`src/rtl/snn_pkg.sv`:
```
// Shared constants and helpers for the spiking-network datapath blocks.
package snn_pkg;

    localparam int SPIKE_ID_W         = 8;
    localparam int DEFAULT_NUM_SRC    = 4;
    localparam int DEFAULT_LOCAL_ID_W = 6;

    localparam logic [31:0] COUNT_MAX = 32'hFFFF_FFFF;

    // Usable in constant expressions (parameter/localparam derivation).
    function automatic int clog2(input int value);
        int result;
        result = 0;
        while ((1 << result) < value) begin
            result = result + 1;
        end
        return result;
    endfunction

endpackage

```
`src/rtl/rr_grant.sv`:
```
// Combinational round-robin grant: rotate requests so ptr is bit 0,
// pick the lowest set bit, then rotate the result back.
module rr_grant #(
    parameter int N     = 4,
    parameter int IDX_W = 2
) (
    input  logic [N-1:0]     req,
    input  logic [IDX_W-1:0] ptr,
    output logic [N-1:0]     grant,
    output logic [IDX_W-1:0] index
);

    logic [2*N-1:0]   doubled;
    logic [N-1:0]     rotated;
    logic [IDX_W-1:0] offset;
    logic             found;

    assign doubled = {req, req} >> ptr;
    assign rotated = doubled[N-1:0];

    always_comb begin
        // NOTE: every output of this block gets a default first so no latch is inferred.
        found  = 1'b0;
        offset = '0;
        for (int i = 0; i < N; i++) begin
            if (!found && rotated[i]) begin
                found  = 1'b1;
                offset = i[IDX_W-1:0];
            end
        end
    end

    // N is a power of two, so the IDX_W-bit add wraps modulo N for free.
    assign index = ptr + offset;
    assign grant = found ? ({{(N-1){1'b0}}, 1'b1} << index) : '0;

endmodule

```
`src/rtl/spike_out_arbiter.sv`:
```
// Merges spikes from NUM_SRC neuron clusters into one registered output
// entry tagged {source, local id}, and counts accepted output spikes.
module spike_out_arbiter
    import snn_pkg::*;
#(
    parameter int NUM_SRC    = DEFAULT_NUM_SRC,
    parameter int LOCAL_ID_W = DEFAULT_LOCAL_ID_W
) (
    input  logic                          aclk,
    input  logic                          areset,
    input  logic                          enable,
    input  logic                          count_clear,
    input  logic [NUM_SRC-1:0]            src_valid,
    input  logic [NUM_SRC*LOCAL_ID_W-1:0] src_neuron_id,
    output logic [NUM_SRC-1:0]            src_ready,
    output logic                          spike_out_valid,
    output logic [clog2(NUM_SRC)+LOCAL_ID_W-1:0] spike_out_neuron_id,
    input  logic                          spike_out_ready,
    output logic [31:0]                   spike_count,
    output logic                          busy
);

    localparam int SRC_W = clog2(NUM_SRC);

    logic                  load_ok;
    logic                  handshake;
    logic [NUM_SRC-1:0]    gated_req;
    logic [NUM_SRC-1:0]    grant;
    logic [SRC_W-1:0]      grant_idx;
    logic [SRC_W-1:0]      rr_ptr;
    logic [LOCAL_ID_W-1:0] grant_local_id;

    assign load_ok   = !spike_out_valid || spike_out_ready;
    assign handshake = spike_out_valid && spike_out_ready;
    assign gated_req = (enable && load_ok) ? src_valid : '0;

    rr_grant #(
        .N     (NUM_SRC),
        .IDX_W (SRC_W)
    ) u_rr_grant (
        .req   (gated_req),
        .ptr   (rr_ptr),
        .grant (grant),
        .index (grant_idx)
    );

    assign src_ready      = grant;
    assign grant_local_id = src_neuron_id[grant_idx*LOCAL_ID_W +: LOCAL_ID_W];
    assign busy           = spike_out_valid || (|src_valid);

    // NOTE: sequential state uses non-blocking assignments so every flop samples pre-edge values.
    always_ff @(posedge aclk or posedge areset) begin
        if (areset) begin
            spike_out_valid     <= 1'b0;
            spike_out_neuron_id <= '0;
            rr_ptr              <= '0;
        end else if (|grant) begin
            // A load may coincide with a drain, giving one spike per cycle.
            spike_out_valid     <= 1'b1;
            spike_out_neuron_id <= {grant_idx, grant_local_id};
            rr_ptr              <= grant_idx + 1'b1;
        end else if (handshake) begin
            spike_out_valid     <= 1'b0;
        end
    end

    always_ff @(posedge aclk or posedge areset) begin
        if (areset) begin
            spike_count <= '0;
        end else if (count_clear) begin
            spike_count <= '0;
        end else if (handshake && (spike_count != COUNT_MAX)) begin
            spike_count <= spike_count + 32'd1;
        end
    end

endmodule

```
`config.mk`:
```
export PLATFORM = sky130hd
export DESIGN_NAME = spike_out_arbiter
export DESIGN_NICKNAME = d
export VERILOG_FILES = /design/src/rtl/snn_pkg.sv /design/src/rtl/rr_grant.sv /design/src/rtl/spike_out_arbiter.sv
export SDC_FILE = /design/constraint.sdc
export NUM_CORES = 1
export LEC_CHECK = 0
export ABC_AREA = 1
export BUFFER_PORTS_ARGS = -buffer_cell sky130_fd_sc_hd__buf_4
export CORE_ASPECT_RATIO = 2
export CORE_MARGIN = 2
export CORE_UTILIZATION = 49
export CTS_BUF_LIST = sky130_fd_sc_hd__clkbuf_16
export DETAILED_ROUTE_END_ITERATION = 16
export HOLD_SLACK_MARGIN = 0.06
export PLACE_DENSITY_LB_ADDON = 0.25
export SYNTH_ARGS = -nofsm -noshare
export SYNTH_HDL_FRONTEND = slang
export SYNTH_HIERARCHICAL = 1
export SYNTH_SLANG_ARGS = --single-unit
```
`constraint.sdc`:
```
create_clock -name aclk -period 6.3 [get_ports aclk]
set_clock_uncertainty 0.2 [all_clocks]
set_input_delay 1.26 -clock aclk [delete_from_list [all_inputs] [get_ports aclk]]
set_output_delay 1.26 -clock aclk [all_outputs]
set_load 0.02 [all_outputs]
```
-- Word level (Yosys, flattened, before mapping)
Index checks and enable logic that the tools add are counted.
- register bits after elaboration: 43
- latch bits: 0
- bits in writable memories: 0
- memory bits (read-only): 0
- output and inout bits: 46
- word-level logic and storage cells: 41
- memories: 0
- $add $sub $neg: 3
- $mul: 1
- divide/modulo/power cells: 0
- order comparisons: 0
- equal/unequal tests: 1
- shift-type cells: 3
- multiplexer cells: 13
- bitwise gates (word level): 0
- reductions and logical operators: 16
- operators with widths (cell ; number):
    $mux 32 ; 2
    $add 32x1->32 const B ; 1
    $ne 32x32->1 const B ; 1
    $shiftx 24x6->6 ; 1
    $mux 4 ; 2
    $reduce_or 4->1 ; 2
    $shr 8x2->4 ; 1
    $mux 1 ; 7
    $logic_and 1x1->1 ; 6
    $logic_not 1->1 ; 4
    $mul 2x2->4 const B ; 1
    $mux 2 ; 2
    $reduce_bool 2->1 ; 2
    $shl 1x2->4 const A ; 1
    $add 2x1->2 const B ; 1
    $add 2x2->2 ; 1
    $logic_or 1x1->1 ; 2

-- Depth between registers and ports, before layout
- depth after elaboration: 20
- gate-level depth with buffers: 19
- depth with buffers taken out: 18

-- By module
Netlist, hierarchy kept.
- modules (own cells, without submodules) (module ; instances ; cells each ; area an instance (µm²)):
    spike_out_arbiter ; 1 ; 442 ; 2862.7
    rr_grant ; 1 ; 43 ; 220.2

-- Worst setup path after synthesis
No wires, ideal clock.
- path kind: input port to output port
- from: in spike_out_ready
- to: out src_ready[2]
- data arrival time: 3.022 ns
- data required time: 4.840 ns
- path slack: 1.818 ns
- cell stages on the path: 11
- path buffers: 0
- cell sequence: o21ai_0 > nor2_1 > nand2_1 > nand3_1 > nand2_1 > nand3_1 > a21boi_0 > ha_1 > xnor2_1 > nand3_2 > a21oi_1
- word-level cells in the longest chain between the ends: 17
- elaborated cells between the ends (all ways): 20
- those cells by class: add/sub (1); shift (2); mux (9); reduce/logical (8)
- ends and longest elaborated chain (what ; line ; RTL):
    start, declared ; spike_out_arbiter.sv:18 ; input logic spike_out_ready,
    $logic_or 1x1->1 * ; spike_out_arbiter.sv:33 ; assign load_ok = !spike_out_valid || spike_out_ready;
    $logic_and 1x1->1 * ; spike_out_arbiter.sv:35 ; assign gated_req = (enable && load_ok) ? src_valid : '0;
    $mux 4 * ; spike_out_arbiter.sv:35 ;
    named net gated_req[1] ; spike_out_arbiter.sv:27 ; logic [NUM_SRC-1:0] gated_req;
    $shr 8x2->4 * ; rr_grant.sv:18 ; assign doubled = {req, req} >> ptr;
    $mux 1 ; rr_grant.sv:26 ; if (!found && rotated[i]) begin
    $logic_not 1->1 ; rr_grant.sv:26 ;
    $logic_and 1x1->1 ; rr_grant.sv:26 ;
    (+2 left out) ; n/a ;
    $logic_and 1x1->1 ; rr_grant.sv:26 ;
    $mux 1 ; rr_grant.sv:26 ;
    $logic_not 1->1 ; rr_grant.sv:26 ;
    $logic_and 1x1->1 ; rr_grant.sv:26 ;
    $mux 2 ; rr_grant.sv:26 ;
    $add 2x2->2 ; rr_grant.sv:34 ; assign index = ptr + offset;
    $shl 1x2->4 ; rr_grant.sv:35 ; assign grant = found ? ({{(N-1){1'b0}}, 1'b1} << index) : '0;
    $mux 4 * ; rr_grant.sv:35 ;
    end, declared ; spike_out_arbiter.sv:15 ; output logic [NUM_SRC-1:0] src_ready,
Mark *: on every way through the listed nets, which the timed path passes. The rest lies on a longest branch.

-- Worst setup path in the final report
- from: in spike_out_ready
- to: out src_ready[2]
- word-level cells in the longest chain between the ends: 17
- elaborated cells between the ends (all ways): 20
- those cells by class: add/sub (1); shift (2); mux (9); reduce/logical (8)
- ends and longest elaborated chain (what ; line ; RTL):
    $logic_or 1x1->1 * ; spike_out_arbiter.sv:33 ;
    $logic_and 1x1->1 * ; spike_out_arbiter.sv:35 ;
    $mux 4 * ; spike_out_arbiter.sv:35 ;
    named net gated_req[1] ; spike_out_arbiter.sv:27 ;
    $shr 8x2->4 * ; rr_grant.sv:18 ;
    $mux 1 ; rr_grant.sv:26 ;
    $logic_not 1->1 ; rr_grant.sv:26 ;
    $logic_and 1x1->1 ; rr_grant.sv:26 ;
    (+3 left out) ; n/a ;
    $mux 1 ; rr_grant.sv:26 ;
    $logic_not 1->1 ; rr_grant.sv:26 ;
    $logic_and 1x1->1 ; rr_grant.sv:26 ;
    $mux 2 * ; rr_grant.sv:26 ;
    $add 2x2->2 * ; rr_grant.sv:34 ;
    named net grant_idx[0] ; spike_out_arbiter.sv:29 ; logic [SRC_W-1:0] grant_idx;
    $shl 1x2->4 * ; rr_grant.sv:35 ;
    $mux 4 * ; rr_grant.sv:35 ;
Marks and branches as above.

==> report_table.html <==
<table>
<tr><th>Metric</th><th>Value</th></tr>
<tr><th colspan="2">Synth</th></tr>
<tr><td>Post-synthesis cell type count</td><td>30</td></tr>
<tr><td>Biggest area consumer among synthesized cells</td><td>dfrtp_1</td></tr>
<tr><td>Post-Syn Instances</td><td>485</td></tr>
<tr><td>Commonest cells in the netlist</td><td>nand2_1 (161), nor2_1 (90), dfrtp_1 (43), inv_1 (43), nand3_1 (42)</td></tr>
<tr><td>Flip-flop and latch count after synthesis</td><td>43</td></tr>
<tr><td>Net count of the mapped netlist</td><td>520</td></tr>
<tr><td>Sequential element share of the synthesized area</td><td>0.349</td></tr>
<tr><td>Most frequently used cell type in the post-synthesis netlist</td><td>nand2_1</td></tr>
<tr><td>Total of warnings raised by yosys</td><td>6</td></tr>
<tr><td>Cell area after synthesis</td><td>0.00308 mm²</td></tr>
<tr><td>Main area contributors after synthesis</td><td>dfrtp_1 (35%), nand2_1 (20%), nor2_1 (11%), nand3_1 (6.8%), inv_1 (5.2%)</td></tr>
<tr><td>Prevailing post-synth register cell</td><td>dfrtp_1</td></tr>
<tr><td>Synthesized area per cell</td><td>6.36 µm²</td></tr>
<tr><td>Number of synthesized flops with an enable pin</td><td>0</td></tr>
<tr><td>Async S/R FF share, synth</td><td>1.00</td></tr>
<tr><td>Area share of the leading cell type in the synthesized netlist</td><td>0.349</td></tr>
<tr><th colspan="2">Clock network</th></tr>
<tr><td>Post-CTS Hold Buffers</td><td>0</td></tr>
<tr><td>Clock buffer count from CTS</td><td>5</td></tr>
<tr><td>Number of sinks handled by clock tree synthesis</td><td>43</td></tr>
<tr><td>Clock tree root driver cell</td><td>clkbuf_16</td></tr>
<tr><td>Clock latency at the later pin of the worst-skew pair</td><td>0.30 ns</td></tr>
<tr><td>CTS max path bufs</td><td>2</td></tr>
<tr><td># Post-CTS Setup Buffers</td><td>0</td></tr>
<tr><td>TritonCTS clock tree</td><td>built</td></tr>
<tr><td>Post-cts gate resize count</td><td>0</td></tr>
<tr><td>H-tree depth</td><td>2</td></tr>
<tr><td>Clock-pin transition on the worst setup and hold timing paths</td><td>0.06 ns</td></tr>
<tr><th colspan="2">Finish</th></tr>
<tr><td>ANT cells</td><td>0</td></tr>
<tr><td>Final Non-Filler Cells</td><td>644</td></tr>
<tr><td>Final layout net count</td><td>594</td></tr>
<tr><td>Area added between synthesis and finish</td><td>25.2%</td></tr>
<tr><td>Fraction of final layout cells with drive strength greater than 1</td><td>0.196</td></tr>
<tr><th colspan="2">STA</th></tr>
<tr><td>Setup repair after global routing missed its margin</td><td>no</td></tr>
<tr><td>Rel. slew slack</td><td>0.237</td></tr>
<tr><td>Setup TNS</td><td>0 ns</td></tr>
<tr><td>Clock period minus worst slack</td><td>4.92 ns</td></tr>
<tr><td>Final setup viols</td><td>0</td></tr>
<tr><td>Worst hold slack</td><td>0.298 ns</td></tr>
<tr><td>Worst-margin pin slew</td><td>1.14 ns</td></tr>
<tr><td>Final Cycle Share</td><td>0.781</td></tr>
<tr><td>Final Slew Violations</td><td>0</td></tr>
<tr><td>Highest achievable clock rate</td><td>203 MHz</td></tr>
<tr><td>Final count of hold timing violations</td><td>0</td></tr>
<tr><th colspan="2">Pwr</th></tr>
<tr><td>Share of power burned in combinational logic</td><td>0.602</td></tr>
<tr><td>Part of the power in the clock network</td><td>0.165</td></tr>
<tr><td>Worst voltage drop across the vdd grid</td><td>588 µV</td></tr>
<tr><td>Switching share of power</td><td>0.480</td></tr>
<tr><td>Net Sw Power</td><td>0.757 mW</td></tr>
<tr><td>Fraction of power consumed by sequential logic</td><td>0.233</td></tr>
<tr><td>Leak pwr</td><td>1.89 nW</td></tr>
<tr><td>Power per unit of standard cell area</td><td>408 mW/mm²</td></tr>
<tr><td>Internal power consumption</td><td>0.819 mW</td></tr>
<tr><th colspan="2">Floorplanning</th></tr>
<tr><td>Effective utilization at floorplan</td><td>0.509</td></tr>
<tr><td>Width of the chip</td><td>60.1 µm</td></tr>
<tr><td>Area of the core</td><td>0.00606 mm²</td></tr>
<tr><td>Die H</td><td>116 µm</td></tr>
<tr><td>FP Rows</td><td>40</td></tr>
<tr><td>DIE AREA</td><td>0.00698 mm²</td></tr>
<tr><td>Ports</td><td>79</td></tr>
<tr><th colspan="2">Min path</th></tr>
<tr><td>Capture endpoint of the worst hold path</td><td>spike_out_neuron_id[6]$_DFFE_PP0P_</td></tr>
<tr><td>Cell depth of the worst min-delay path</td><td>2</td></tr>
<tr><td>Min-Delay Startpoint</td><td>spike_out_neuron_id[6]$_DFFE_PP0P_</td></tr>
<tr><td>Worst hold path class</td><td>reg -&gt; reg</td></tr>
<tr><th colspan="2">Worst setup path</th></tr>
<tr><td>Arr. time, crit path</td><td>3.46 ns</td></tr>
<tr><td>Crit start category</td><td>input pin</td></tr>
<tr><td>Max stage delay cell, worst path</td><td>ha_1</td></tr>
<tr><td>Critical path endpoint category</td><td>output port</td></tr>
<tr><td>Depth of the most critical reg-to-reg path</td><td>17</td></tr>
<tr><td>Endpoint of the worst register-to-register path</td><td>spike_out_neuron_id[4]$_DFFE_PP0P_</td></tr>
<tr><td>Cell Chain, Critical Path</td><td>buf_4 -&gt; o21ai_0 -&gt; nor2_1 -&gt; nand2_1 -&gt; nand3_1 -&gt; nand2_1 -&gt; nand3_1 -&gt; a21boi_0 -&gt; ha_1 -&gt; inv_1 -&gt; nand2_1 -&gt; a21oi_1 -&gt; buf_4</td></tr>
<tr><td>Reg2Reg Launch Point</td><td>spike_out_valid$_DFFE_PP0P_</td></tr>
<tr><td>Crit-path max cell delay</td><td>0.44 ns</td></tr>
<tr><td>Peak fanout along the critical path</td><td>17</td></tr>
<tr><td>Setup slack, reg-to-reg</td><td>2.53 ns</td></tr>
<tr><td>Worst setup path class</td><td>in -&gt; out</td></tr>
<tr><td>Family of cells with the greatest summed delay on the critical path</td><td>compound AO/OA/AOI/OAI gates</td></tr>
<tr><td>Sum of buffers and inverters on the critical path</td><td>3</td></tr>
<tr><td>Req. time, crit path</td><td>4.84 ns</td></tr>
<tr><td>Cell mode on critical path</td><td>nand2_1</td></tr>
<tr><th colspan="2">Outcome</th></tr>
<tr><td>Status</td><td>completed</td></tr>
<tr><th colspan="2">GRT</th></tr>
<tr><td>Number of global-route vias before repair</td><td>3348</td></tr>
<tr><td>Aggregate global-route resource usage</td><td>0.270</td></tr>
<tr><td>Number of antenna violations at the first check in global routing</td><td>0</td></tr>
<tr><td>Largest net degree at the start of global routing</td><td>44</td></tr>
<tr><td>Overflow left after global routing</td><td>0</td></tr>
<tr><td>First-pass GRT wire length</td><td>14300 µm</td></tr>
<tr><th colspan="2">Routing</th></tr>
<tr><td>Number of routed nets with antenna violations</td><td>0</td></tr>
<tr><td>Number of DRC markers in iteration 0</td><td>160</td></tr>
<tr><td>Number of detailed-route iterations in the first pass</td><td>6</td></tr>
<tr><td>Wire length after detailed routing</td><td>8660 µm</td></tr>
<tr><td>Total number of vias</td><td>3364</td></tr>
<tr><td>Detailed-route DRC error count</td><td>0</td></tr>
<tr><td>Post-detailed-route wirelength per cell</td><td>13.4 µm</td></tr>
<tr><td>Vias per cell</td><td>5.22</td></tr>
<tr><th colspan="2">Placement</th></tr>
<tr><td>Port Buffer Count</td><td>78</td></tr>
<tr><td>Dpl hpwl</td><td>6610 µm</td></tr>
<tr><td>Global placement routability congestion</td><td>1.01</td></tr>
<tr><td>Placed cell count</td><td>636</td></tr>
<tr><th colspan="2">Run</th></tr>
<tr><td>Number of maximum-capacitance violations</td><td>0</td></tr>
</table>
-- worst register-to-register path, cell delays in order (launching register included) --
cell      delay [ns]
dfrtp_1         0.36
inv_1           0.07
o21ai_0         0.35
nor2_1          0.12
nand2_1         0.11
nand3_1         0.08
nand2_1         0.11
nand3_1         0.08
a21boi_0        0.18
ha_1            0.18
xnor2_1         0.16
nand3_2         0.15
nand2_4         0.16
nor2_1          0.08
nor4_2          0.67
inv_1           0.36
nor2_1          0.16
a31oi_1         0.06
-- per-stage QoR --
stage	setup WS, ns	power (mW)	utilization	instance area (µm²)
after floorplan	1.82	1.10	-	3080
after global placement	1.54	1.30	0.614	3720
after detailed placement	1.40	1.33	0.614	3720
after CTS	1.39	1.59	0.638	3860
after global routing	1.11	1.73	0.638	3860
final	1.38	1.58	0.638	3860
-- cells in the final DEF (no fill, tap or decap) --
cell        count
nor2_8          1
ha_1            2
o21bai_1        3
dfrtp_1        43
o21ai_0        29
a21oi_1         4
clkinv_1        2
clkinv_2        3
nand4_1         7
clkbuf_16       5
a31oi_1         6
xnor2_1         5
nor2_4          2
nand2_4         4
inv_2           2
nor3_1          4
nand2_1       161
nor2_1         90
nand2_2         6
nand3_2         1
o21ai_1         2
xor2_1          6
inv_1          42
nor2_2          4
a21boi_0        1
nand3_1        42
and2_1          1
clkinvlp_4      2
buf_4          79
nor4_2          1
-- worst max path at each step --
stage / cells past startpoint / end / slack, ns / startpoint
2_1_floorplan: 11 / src_ready[2] / 1.82 / spike_out_ready
3_3_place_gp: 13 / src_ready[2] / 1.54 / spike_out_ready
3_5_place_dp: 13 / src_ready[2] / 1.40 / spike_out_ready
4_1_cts: 13 / src_ready[2] / 1.39 / spike_out_ready
5_1_grt: 13 / src_ready[2] / 1.11 / spike_out_ready
6_report: 13 / src_ready[2] / 1.38 / spike_out_ready
-- registers in the layout, summed over array words and instances, names as in the netlist --
signal,flops
rr_ptr,2
spike_count,32
spike_out_neuron_id,8
spike_out_valid,1
-- power groups by stage --
stage,Sequential [mW],Clock (mW),Combinational [mW]
2_1_floorplan,0.405,0,0.694
3_3_place_gp,0.371,0,0.929
3_5_place_dp,0.373,0,0.960
4_1_cts,0.368,0.265,0.960
5_1_grt,0.376,0.276,1.07
6_report,0.367,0.261,0.948
-- kinds of logic after synthesis --
logic type / count (synthesis) / synth area share
and+or+nand+nor: 324 / 0.453
buffers and inverters: 60 / 0.0804
AOI/OAI and AO/OA: 45 / 0.0787
DFF: 43 / 0.349
xor gates and xnor gates: 11 / 0.0312
adders and majority gates: 2 / 0.00812
-- routing by layer --
metal,global-route usage,part of all wire
met4,0.164,0.036
met3,0.0587,0.047
met2,0.499,0.56
met5,0,0
met1,0.255,0.35
-- area by class of cell --
| type | instances | area (µm²) |
|---|---|---|
| well taps | 84 | 105 |
| inverters | 48 | 183 |
| multi-input cells | 382 | 1760 |
| flip-flops and latches | 43 | 1080 |
| repair buffers | 79 | 593 |
| fillers | 589 | 2190 |
| clock inverters | 3 | 20.0 |
| clock buffers | 5 | 125 |
Note: power is estimated with default switching activity, not from simulation.
